## src/rtl/score_display_scan_if.sv

```systemverilog
// score_display_scan_if: score load request and scanned digit outputs of the score display feeder
interface score_display_scan_if #(parameter int BIN_W = 14);
    logic [BIN_W-1:0] score_in;
    logic             score_load;
    logic             busy;
    logic [3:0]       bcd_out;
    logic [3:0]       digit_en;
    modport master(output score_in, score_load, input busy, bcd_out, digit_en);
    modport slave(input score_in, score_load, output busy, bcd_out, digit_en);
endinterface

```

## src/rtl/score_display_scan.sv

```systemverilog
// score_display_scan: binary score to BCD via double-dabble, leading-zero blanking, 4-digit scan
module score_display_scan #(
    parameter int BIN_W    = 14,
    parameter int SCAN_DIV = 100000
) (
    input logic                 clk,
    input logic                 rst,
    score_display_scan_if.slave bus
);
    localparam int CW = $clog2(BIN_W + 1);
    localparam int SW = SCAN_DIV > 1 ? $clog2(SCAN_DIV) : 1;
    typedef enum logic [1:0] {IDLE, SHIFT, COMMIT} state_t;
    state_t state, state_nxt;
    logic [CW-1:0] bit_cnt;
    logic [BIN_W-1:0] sat, pend_val, src, src_sat;
    logic pending, start, wrap;
    logic [15:0] acc, adj, display_reg;
    logic [SW-1:0] scan_cnt;
    logic [1:0] idx, idx_nxt;
    logic [3:0] blank;
    always_ff @(posedge clk) begin
        if (rst) state <= IDLE;
        else state <= state_nxt;
    end
    always_comb begin
        start = state == IDLE && (bus.score_load || pending);
        state_nxt = state == IDLE ? (start ? SHIFT : IDLE) :
                    state == SHIFT ? (bit_cnt == CW'(BIN_W - 1) ? COMMIT : SHIFT) : IDLE;
    end
    always_comb bus.busy = state != IDLE;
    // a fresh request in IDLE is newer than anything left pending
    always_comb begin
        src = bus.score_load ? bus.score_in : pend_val;
        src_sat = 32'(src) > 32'd9999 ? BIN_W'(9999) : src;
        adj = acc;
        for (int i = 0; i < 4; i++)
            adj[4*i +: 4] = acc[4*i +: 4] >= 4'd5 ? acc[4*i +: 4] + 4'd3 : acc[4*i +: 4];
    end
    always_ff @(posedge clk) begin
        if (rst) begin
            pending <= 1'b0;
            pend_val <= '0;
            sat <= '0;
            acc <= '0;
            bit_cnt <= '0;
            display_reg <= '0;
        end else begin
            if (start) begin
                sat <= src_sat;
                acc <= '0;
                bit_cnt <= '0;
                pending <= 1'b0;
            end else if (state == SHIFT) begin
                acc <= {adj[14:0], sat[BIN_W-1]};
                sat <= {sat[BIN_W-2:0], 1'b0};
                bit_cnt <= bit_cnt + CW'(1);
            end else if (state == COMMIT) begin
                display_reg <= acc;
            end
            if (state != IDLE && bus.score_load) begin
                pending <= 1'b1;
                pend_val <= bus.score_in;
            end
        end
    end
    always_comb begin
        wrap = scan_cnt == SW'(SCAN_DIV - 1);
        idx_nxt = idx + 2'd1;
        blank[0] = 1'b0;
        blank[3] = display_reg[15:12] == 4'd0;
        blank[2] = blank[3] && display_reg[11:8] == 4'd0;
        blank[1] = blank[2] && display_reg[7:4] == 4'd0;
    end
    // anode and nibble move together on the slot boundary so no digit ghosts
    always_ff @(posedge clk) begin
        if (rst) begin
            scan_cnt <= '0;
            idx <= 2'd0;
            bus.digit_en <= 4'b1110;
            bus.bcd_out <= 4'h0;
        end else begin
            scan_cnt <= wrap ? '0 : scan_cnt + SW'(1);
            if (wrap) begin
                idx <= idx_nxt;
                bus.digit_en <= ~(4'b0001 << idx_nxt);
                bus.bcd_out <= blank[idx_nxt] ? 4'hF : display_reg[4*idx_nxt +: 4];
            end
        end
    end
endmodule

```

## src/flat_wrapper.sv

```systemverilog
// flat-port wrapper written by rule: the top's interface ports become plain ports
module score_display_scan_flat 
#(
    parameter int BIN_W    = 14,
    parameter int SCAN_DIV = 100000
)
  (clk, rst, bus_score_in, bus_score_load, bus_busy, bus_bcd_out, bus_digit_en);
  score_display_scan_if #(.BIN_W(BIN_W)) bus_i ();
  input logic clk;
  input logic rst;
  input wire logic [$bits(bus_i.score_in)-1:0] bus_score_in;
  input wire logic [$bits(bus_i.score_load)-1:0] bus_score_load;
  output wire logic [$bits(bus_i.busy)-1:0] bus_busy;
  output wire logic [$bits(bus_i.bcd_out)-1:0] bus_bcd_out;
  output wire logic [$bits(bus_i.digit_en)-1:0] bus_digit_en;
  assign bus_i.score_in = bus_score_in;
  assign bus_i.score_load = bus_score_load;
  assign bus_busy = bus_i.busy;
  assign bus_bcd_out = bus_i.bcd_out;
  assign bus_digit_en = bus_i.digit_en;
  score_display_scan #(.BIN_W(BIN_W), .SCAN_DIV(SCAN_DIV)) u_core (.clk(clk), .rst(rst), .bus(bus_i));
endmodule
```

## config.mk

```make
export PLATFORM = sky130hd
export DESIGN_NAME = score_display_scan_flat
export DESIGN_NICKNAME = d
export VERILOG_FILES = /design/src/rtl/score_display_scan_if.sv /design/src/rtl/score_display_scan.sv /design/src/flat_wrapper.sv
export SDC_FILE = /design/constraint.sdc
export NUM_CORES = 1
export LEC_CHECK = 0
export ABC_AREA = 1
export BUFFER_PORTS_ARGS = -buffer_cell sky130_fd_sc_hd__buf_2
export CORE_MARGIN = 2
export CORE_UTILIZATION = 57
export CTS_BUF_LIST = sky130_fd_sc_hd__clkbuf_4
export DETAILED_ROUTE_END_ITERATION = 10
export PLACE_DENSITY_LB_ADDON = 0.3
export SYNTH_ARGS = -nofsm -noshare
export SYNTH_HDL_FRONTEND = slang
export SYNTH_SLANG_ARGS = --single-unit
```

## constraint.sdc

```tcl
create_clock -name clk -period 1.55 [get_ports clk]
set_input_delay 0 -clock clk [delete_from_list [all_inputs] [get_ports clk]]
set_output_delay 0 -clock clk [all_outputs]
set_load 0.05 [all_outputs]
```

---- After elaboration in Yosys (flattened, before gate mapping) ----
Cells that the tools add are included.
storage, ports and cells
  input bits .............................. 17
  logic and storage cells ................. 65
  flip-flop bits (word level) ............. 94
  output and inout port bits .............. 9
operators by class
  add/subtract/negate cells ............... 7
  mux-type cells .......................... 17
  reduce and logical (&&, ||, !) cells .... 15
  eq/ne operators ......................... 4
  bitwise logic cells ..................... 3
  shift operators ......................... 2
  order comparisons ....................... 6
operators with widths
  cell                                                                          number
  14-bit two-way mux                                                            4
  17-bit by 1-bit adder with 17-bit output, second input constant               1
  17-bit == test, second input constant                                         1
  4-bit by 3-bit >= comparator with 1-bit output, second input constant         4
  4-bit two-way mux                                                             4
  16-bit by 5-bit variable part select with 4-bit output                        1
  14-bit > comparator, second input constant                                    1
  4-bit by 2-bit adder with 4-bit output, second input constant                 3
  4-bit logical NOT                                                             3
  2-bit two-way mux                                                             3
  2-bit nonzero test                                                            3
  4-bit by 1-bit adder with 4-bit output, second input constant                 1
  4-bit == test, second input constant                                          1
  1-bit logical AND                                                             4
  1-bit two-way mux                                                             4
  4-bit NOT                                                                     1
  2-bit OR reduction                                                            2
  1-bit by 2-bit left shift with 4-bit output, first input constant             1
  3-bit by 2-bit adder with 3-bit output, second input constant                 1
  2-bit by 3-bit less-than comparator with 1-bit output, second input constant  1
  3-bit two-way mux                                                             1
  3-bit AND reduction                                                           1
  2-bit by 1-bit adder with 2-bit output, second input constant                 1
  1-bit binary-select mux with 2-bit select                                     1
  other kinds (5)                                                               6

---- Depth between registers and ports, before layout ----
Gate-level depths: netlist (run 1).
  depth after elaboration ................. 6
  gate-level depth with buffers ........... 14
  mapped depth without buffers ............ 11

---- Least setup slack after synthesis (run 1) ----
Ideal clock, no wire load.
  path type ............................... flip-flop to flip-flop
  from .................................... register u_core.idx[0]
  to ...................................... register u_core.bus.bcd_out[0]
  clock period less this slack ............ 1.722 ns
  arrival ................................. 1.604 ns
  stages on the path, launching flop included .. 11
  setup time .............................. 0.118 ns
  buffers on the path ..................... 2
  slack ................................... -0.172 ns
  required time ........................... 1.432 ns
  path through ............................ dfxtp_1 -> buf_2 -> inv_1 -> clkbuf_1 -> ha_1 -> inv_1 -> o21ai_0 -> nand2_1 -> nor2_1 -> nor3_1 -> nor2_1
between the ends
  cells in the longest elaborated chain, start to end .. 4
  elaborated cells between the ends (all ways) .. 5
  classes of those cells .................. add/sub (1); shift (1); mux (3)
RTL lines
  item                                                                                                            line                        RTL
  start: declaration                                                                                              score_display_scan.sv:19    logic [1:0] idx, idx_nxt;
  start signal: assignment                                                                                        score_display_scan.sv:84    idx <= idx_nxt;
  2-bit by 1-bit adder with 2-bit output *                                                                        score_display_scan.sv:68    idx_nxt = idx + 2'd1;
  via u_core.idx_nxt[0]                                                                                           score_display_scan.sv:19
  parallel branches: the longest is 2 deep, another holds 16-bit by 5-bit variable part select with 4-bit output  n/a
  4-bit two-way mux *                                                                                             score_display_scan.sv:86    bus.bcd_out <= blank[idx_nxt] ? 4'hF : display_reg[4*idx_nxt +: 4];
  end signal: assignment                                                                                          score_display_scan.sv:86
  end: declaration                                                                                                score_display_scan_if.sv:9  modport slave(input score_in, score_load, output busy, bcd_out, digit_en);
Mark *: on every way through the listed nets, which the timed path passes. The select of a mux whose other input is x is not followed.
A chain may end at the register's enable or synchronous reset.

---- Final worst setup path (run 1) ----
  from .................................... register u_core.scan_cnt[0]
  to ...................................... register u_core.scan_cnt[16]
between the ends
  cells in the longest elaborated chain, start to end .. 2
  elaborated cells between the ends (all ways) .. 3
  classes of those cells .................. add/sub (1); eq/ne (1); reduce/logical (1)
RTL lines
  item                                                                                              line                      RTL
  start: declaration                                                                                score_display_scan.sv:18  logic [SW-1:0] scan_cnt;
  start signal: assignment                                                                          score_display_scan.sv:82  scan_cnt <= wrap ? '0 : scan_cnt + SW'(1);
  parallel branches: the longest is 2 deep, another holds 17-bit by 1-bit adder with 17-bit output  n/a
Parallel ways; which one is timed is not known.

==> metrics.csv, run 1 <==
metric,value,unit
result of the run,"finished, final reports clean",
number of core rows,32,
number of cells in the design after placement,728,
setup skew after layout,0.0201,ns
startpoint types,flop,
clock period minus final worst setup slack,1.54,ns
cell accounting for the most synthesized area,sky130_fd_sc_hd__dfxtp_1,
Root Buffer Master,sky130_fd_sc_hd__clkbuf_4,
clock-pin slew reported for the worst setup and hold paths after clock tree synthesis,0.16,ns
main area contributors after synthesis,"sky130_fd_sc_hd__dfxtp_1, sky130_fd_sc_hd__nand2_1, sky130_fd_sc_hd__o21ai_0, sky130_fd_sc_hd__a21oi_1, sky130_fd_sc_hd__nor2_1",
DRC violation count after routing,0,
number of H-tree levels,3,
portion of total power attributed to combinational logic,12.3,%
cells on worst reg2reg path,9,
Antenna Nets Post-Route,0,
sequential share of power,57.1,%
number of buffers on the longest clock path,2,
routed wirelength normalized by instance count,13.5,microns
Final Hold Fails,0,
mean area per synthesized cell,7.39,sq um
nets,692,
total routing usage reported by global routing,24.2,%
setup-violating endpoint count in the final report,0,
final non-filler cell total,767,
first drt pass iteration count,5,
PnR worst setup slack,0.0105,ns
vias in the first global route,3885,
floorplan die area,8580,sq um
global-route wire length before repair,16900,microns
sum of net half-perimeters after detailed placement,6940,microns
core box area,7650,sq um
count of mapped cells out of synthesis,606,
Die Span X,92.6,microns
detailed-route vias per instance,5.48,
clock share of power,30.6,%
kind of end point of the critical path,flop,
end of the worst hold path,u_core.sat[4],
R2R Path Start,u_core.scan_cnt[0],
worst-case headroom to the max-slew limit,75.0,%
top cells by instance count after synthesis,"sky130_fd_sc_hd__nand2_1, sky130_fd_sc_hd__dfxtp_1, sky130_fd_sc_hd__nor2_1",
final instance area,5220,sq um
antenna violations before repair,0,
areal power density over the cells,855,nW/um^2
highest clock frequency the design can meet,0.650,GHz
share of post-route cells with drive strength above 1,18.8,%
sequential element share of the synthesized area,42.0,%
sink count of the clock tree,94,
Placement Cell Area,4740,sq um
total vias in the final route,4204,
layout overhead on the synthesized area,16.7,%
share of the synthesized area in the top cell type,42.0,%
most used flip-flop cell after synthesis,sky130_fd_sc_hd__dfxtp_1,
insertion delay of the later-clocked pin in the worst-skew pair,0.44,ns
end-of-flow core utilization,68.3,%
IO Pins,26,
count of cells along the worst hold path,5,
combined area of all synthesized cells,4480,sq um
final cycle utilization of the critical path,99.3,%
final weighted congestion of routability-driven global placement,0.876,
number of different library cells in the post-synthesis netlist,40,
final wirelength,10300,microns
DP Worst Slack,-0.0851,ns
type of the worst setup path,reg -> reg,
sw frac,27.7,%
unrepaired setup endpoints after global routing,yes,
total CTS buffers,9,
design internal power,0.00323,W
hold path start,bus_score_load,
net count after synthesis,638,
count of inserted antenna diode cells,0,
P_leak,2.26,nW
Initial Utilization,58.5,%
number of slew-limit violations in the final report,0,
"flip-flop count of the largest register, all copies and words added",17,
number of warnings issued by yosys,0,
CTS tree,done,
data arrival time of the worst path,1.90,ns
slew at the pin closest to its max-slew limit,0.375,ns
kind of path behind the tightest hold check,in -> reg,
number of DRC markers after the initial detailed-route iteration,207,
endpoint of the lowest-slack register-to-register path,u_core.scan_cnt[16],
most frequent cell after synthesis,sky130_fd_sc_hd__nand2_1,
number of synthesized register bits,94,
GRT Residual Overflow,0,
worst reg-to-reg setup slack,0.01,ns
P_sw,0.00124,W
Worst Path Required,1.91,ns
Post-synth EDFFs,0,
Max Cap Viol,0,
highest fanout seen on the critical path,4,
number of port buffers,25,
total negative setup slack,0,ns
maximum vdd ir drop,0.000654,V
pin count of the biggest net entering global routing,23,
share of synthesized flip-flops with an asynchronous set or reset,0,%
Die Height,92.6,microns
layout by cell type (no fill, tap or decap), drive strengths merged:
cell / instances
bufinv: 1
a22oi: 2
a31oi: 1
inv: 68
nor3b: 1
nand3: 21
o21ai: 60
dfxtp: 94
mux2i: 1
xnor2: 2
nor4: 1
a221oi: 2
o21a: 1
clkbuf: 10
or2: 5
dlygate4sd3: 15
clkinv: 1
o211ai: 2
nand2: 126
nor3: 14
xor2: 11
a211oi: 8
nor2: 74
ha: 15
nand4: 4
o221ai: 6
o22ai: 5
clkinvlp: 3
a21oi: 59
buf: 52
worst max-delay path by stage:
stage | startpoint | to | slack (ns) | cells after the start
5_1_grt | u_core.scan_cnt[0] | u_core.scan_cnt[14] | -0.10 | 8
2_1_floorplan | u_core.idx[0] | u_core.bus.bcd_out[0] | 0.02 | 10
6_report | u_core.scan_cnt[0] | u_core.scan_cnt[16] | 0.01 | 9
3_5_place_dp | u_core.scan_cnt[0] | u_core.scan_cnt[16] | -0.09 | 9
3_3_place_gp | u_core.scan_cnt[0] | u_core.scan_cnt[16] | -0.03 | 9
4_1_cts | u_core.scan_cnt[0] | u_core.scan_cnt[15] | 0.005 | 10
what timing repair did:
item / CTS / global route
resized for setup: 2 / 42
buffers inserted: 0 / 8
pin swaps: 0 / 13
hold endpoints to repair: 29 / 0
hold buffers: 15 / 0
endpoints found under the setup margin: 7 / 23
layer usage:
| metal | share of wire [%] | track usage (%) | vias to the layer above |
|---|---|---|---|
| met5 | 0 | 0 | - |
| met4 | 1.7 | 9.93 | 0 |
| met3 | 4.5 | 3.58 | 19 |
| met2 | 48 | 40.6 | 119 |
| met1 | 46 | 31.3 | 1965 |
| li1 | - | - | 2101 |
cell type report:
cell class / instances / area (sq um)
inverters: 67 / 254
repair buffers: 67 / 482
flip-flops and latches: 94 / 1900
clock inverters: 6 / 70.1
fillers: 627 / 2420
multi-input cells: 421 / 2320
well taps: 102 / 128
clock buffers: 10 / 75.1
per-stage QoR:
step                      power (W)  hold slack [ns]
after floorplan             0.00296            0.135
after global routing        0.00465            0.128
after detailed placement    0.00309            0.261
final                       0.00447            0.112
after CTS                   0.00446           0.0928
after global placement      0.00306            0.247
power groups by stage:
| stage | logic, W | clock network [W] | registers [W] |
|---|---|---|---|
| CTS | 0.000522 | 0.00139 | 0.00254 |
| floorplan | 0.000377 | 0 | 0.00259 |
| detailed placement | 0.000489 | 0 | 0.00260 |
| finish | 0.000549 | 0.00137 | 0.00255 |
| global placement | 0.000471 | 0 | 0.00259 |
| global route | 0.000612 | 0.00148 | 0.00256 |
cell families (layout without fill, tap and decap cells):
kind of cell / after synthesis / count (layout) / synth area share, %
AND/OR/NAND/NOR: 246 / 246 / 23.6
XOR/XNOR: 13 / 13 / 2.54
adder cells (fa/ha/maj): 15 / 15 / 4.19
multiplexers: 1 / 1 / 0.224
AO/OA/AOI/OAI: 146 / 146 / 18.5
flip-flops: 94 / 94 / 42.0
buffers and inverters: 91 / 150 / 8.89
worst max-delay path, stage by stage, from the launching register on:
cell                      delay [ns]
sky130_fd_sc_hd__dfxtp_2        0.39
sky130_fd_sc_hd__ha_4           0.17
sky130_fd_sc_hd__nand3_4        0.11
sky130_fd_sc_hd__nor3_4         0.27
sky130_fd_sc_hd__nand2_2        0.12
sky130_fd_sc_hd__nor2_4         0.13
sky130_fd_sc_hd__nand2_2        0.07
sky130_fd_sc_hd__xnor2_2        0.13
sky130_fd_sc_hd__nand2_1        0.05
sky130_fd_sc_hd__inv_1          0.04
No activity file was read; power rests on OpenSTA's default activity.
==> run 2, diff against run 1 <==
Settings changed: CTS_BUF_LIST sky130_fd_sc_hd__clkbuf_4 to sky130_fd_sc_hd__clkbuf_2 sky130_fd_sc_hd__clkbuf_4 sky130_fd_sc_hd__clkbuf_8.
==> metrics.csv, run 2 (synthesis results as in run 1) <==
metric,value,unit,change
result of the run,"complete, but fails checks",,
violated checks,setup timing,,
layout overhead on the synthesized area,17.4,%,
areal power density over the cells,906,nW/um^2,+5.9%
floorplan die area,8580,sq um,unchanged
PnR worst setup slack,-0.0136,ns,-0.0240 ns
data arrival time of the worst path,1.87,ns,-0.03 ns
global-route wire length before repair,16900,microns,about the same
clock-pin slew reported for the worst setup and hold paths after clock tree synthesis,0.10,ns,-0.06 ns
kind of end point of the critical path,flop,,
number of core rows,32,,unchanged
final cycle utilization of the critical path,101,%,+1.6 points
unrepaired setup endpoints after global routing,yes,,
total CTS buffers,9,,unchanged
vias in the first global route,3918,,+0.85%
number of H-tree levels,3,,unchanged
IO Pins,26,,unchanged
first drt pass iteration count,5,,unchanged
type of the worst setup path,reg -> reg,,
DP Worst Slack,-0.0851,ns,unchanged
DRC violation count after routing,0,,unchanged
highest clock frequency the design can meet,0.640,GHz,-1.5%
Max Cap Viol,0,,unchanged
GRT Residual Overflow,0,,unchanged
insertion delay of the later-clocked pin in the worst-skew pair,0.36,ns,-0.08 ns
worst-case headroom to the max-slew limit,75.1,%,+0.13 points
count of inserted antenna diode cells,0,,unchanged
Top delay family on crit path,simple AND/OR/NAND/NOR gates,,
highest fanout seen on the critical path,4,,unchanged
routed wirelength normalized by instance count,13.9,microns,+2.9%
"flip-flop count of the largest register, all copies and words added",17,,unchanged
pin count of the biggest net entering global routing,23,,unchanged
slowest cell on the critical path,sky130_fd_sc_hd__dfxtp_2,,
Power Total,0.00476,W,+6.6%
slowest cell delay on critical path,0.37,ns,-0.02 ns
kind of path behind the tightest hold check,in -> reg,,
clock period minus final worst setup slack,1.56,ns,+0.0240 ns
Initial Utilization,58.5,%,unchanged
setup-violating endpoint count in the final report,2,,+2
Worst Path Required,1.86,ns,-0.05 ns
number of DRC markers after the initial detailed-route iteration,250,,+21%
number of slew-limit violations in the final report,0,,unchanged
crit path buf inv count,1,,unchanged
total routing usage reported by global routing,24.3,%,+0.10 points
sum of net half-perimeters after detailed placement,6940,microns,unchanged
"leading cell type in the layout, fill and taps excluded",sky130_fd_sc_hd__nand2_1,,
startpoint types,flop,,
Antenna Nets Post-Route,0,,unchanged
slew at the pin closest to its max-slew limit,0.373,ns,-0.00197 ns
Final Hold Fails,0,,unchanged
number of port buffers,25,,unchanged
Die Span X,92.6,microns,unchanged
fillcell total,626,,-0.16%
share of post-route cells with drive strength above 1,19.2,%,+0.39 points
CTS tree,done,,
final weighted congestion of routability-driven global placement,0.876,,unchanged
sink count of the clock tree,94,,unchanged
Root Buffer Master,sky130_fd_sc_hd__clkbuf_8,,
core box area,7650,sq um,unchanged
list of cells traversed by the critical path,ha_4 > nand3_4 > nor3_4 > nand2_2 > nor3_2 > xor2_1 > nand2_1 > inv_1,,
antenna violations before repair,0,,unchanged
Die Height,92.6,microns,unchanged
P_leak,2.27,nW,+0.37%
number of buffers on the longest clock path,2,,unchanged
nets,689,,-0.43%
final wirelength,10600,microns,+2.5%
most frequent cells in the layout,"sky130_fd_sc_hd__nand2_1, sky130_fd_sc_hd__dfxtp_1, sky130_fd_sc_hd__nor2_1, sky130_fd_sc_hd__inv_1, sky130_fd_sc_hd__o21ai_0",,
total vias in the final route,4202,,-0.048%
setup skew after layout,0.0123,ns,-0.00778 ns
maximum vdd ir drop,0.000654,V,about the same
detailed-route vias per instance,5.50,,+0.34%
run 2: metrics by stage:
step | TNS [ns] | hold WS (ns) | area (sq um) | utilization, % | cells
6_report | -0.0222 | 0.0281 | 5260 | 68.7 | 764
5_1_grt | -0.482 | 0.0333 | 5260 | 68.7 | 764
4_1_cts | 0 | 0.0170 | 5080 | 66.4 | 757
3_5_place_dp | -0.305 | 0.261 | 4740 | 62.0 | 728
3_3_place_gp | -0.0275 | 0.247 | 4740 | 62.0 | 728
2_1_floorplan | 0 | 0.135 | 4500 | - | 606
run 2: what timing repair did:
item / 4_1_cts / 5_1_grt
setup endpoints to repair: 7 / 21
hold buffers: 13 / 0
pin swaps: 0 / 17
gates resized for setup: 2 / 45
buffers inserted: 0 / 7
hold endpoints to repair: 17 / 0
run 2: path summary, 6_finish.rpt:
check / end / cells past startpoint / start / slack (ns)
max: u_core.scan_cnt[14] / 8 / u_core.scan_cnt[0] / -0.01
min: u_core.pend_val[11] / 3 / bus_score_in[11] / 0.03
max reg2reg: u_core.scan_cnt[14] / 8 / u_core.scan_cnt[0] / -0.01
min reg2reg: u_core.pend_val[4] / 2 / u_core.pend_val[4] / 0.47
run 2: area by class of cell:
cell class	count	area, sq um	share of cell area [%]
Tap cell	102	128	2.43
Multi-Input combinational cell	421	2320	44.2
Sequential cell	94	1890	36.0
Clock buffer	10	131	2.50
Inverter	67	254	4.83
Clock inverter	6	70.1	1.33
Timing Repair Buffer	64	454	8.64
run 2: worst reg2reg max path, cell delays in order, from the launching register on:
cell and delay, ns:
sky130_fd_sc_hd__dfxtp_2 0.37, sky130_fd_sc_hd__ha_4 0.17, sky130_fd_sc_hd__nand3_4 0.11, sky130_fd_sc_hd__nor3_4 0.28
sky130_fd_sc_hd__nand2_2 0.12, sky130_fd_sc_hd__nor3_2 0.17, sky130_fd_sc_hd__xor2_1 0.20, sky130_fd_sc_hd__nand2_1 0.07
sky130_fd_sc_hd__inv_1 0.05
run 2: power breakdown:
group | switching [W] | internal, W
logic | 0.000338 | 0.000208
clock network | 0.000890 | 0.000773
registers | 0.0000515 | 0.00250
total | 0.00128 | 0.00348
run 2: layer usage:
metal / vias to the layer above / part of all wire, % / global-route usage (%) / routed length, microns
met2: 111 / 50 / 40.4 / 5260
met5: - / 0 / 0 / 0
met1: 1984 / 45 / 31.2 / 4740
met4: 0 / 1.3 / 10.8 / 134
met3: 15 / 4.4 / 3.91 / 461
li1: 2092 / - / - / -
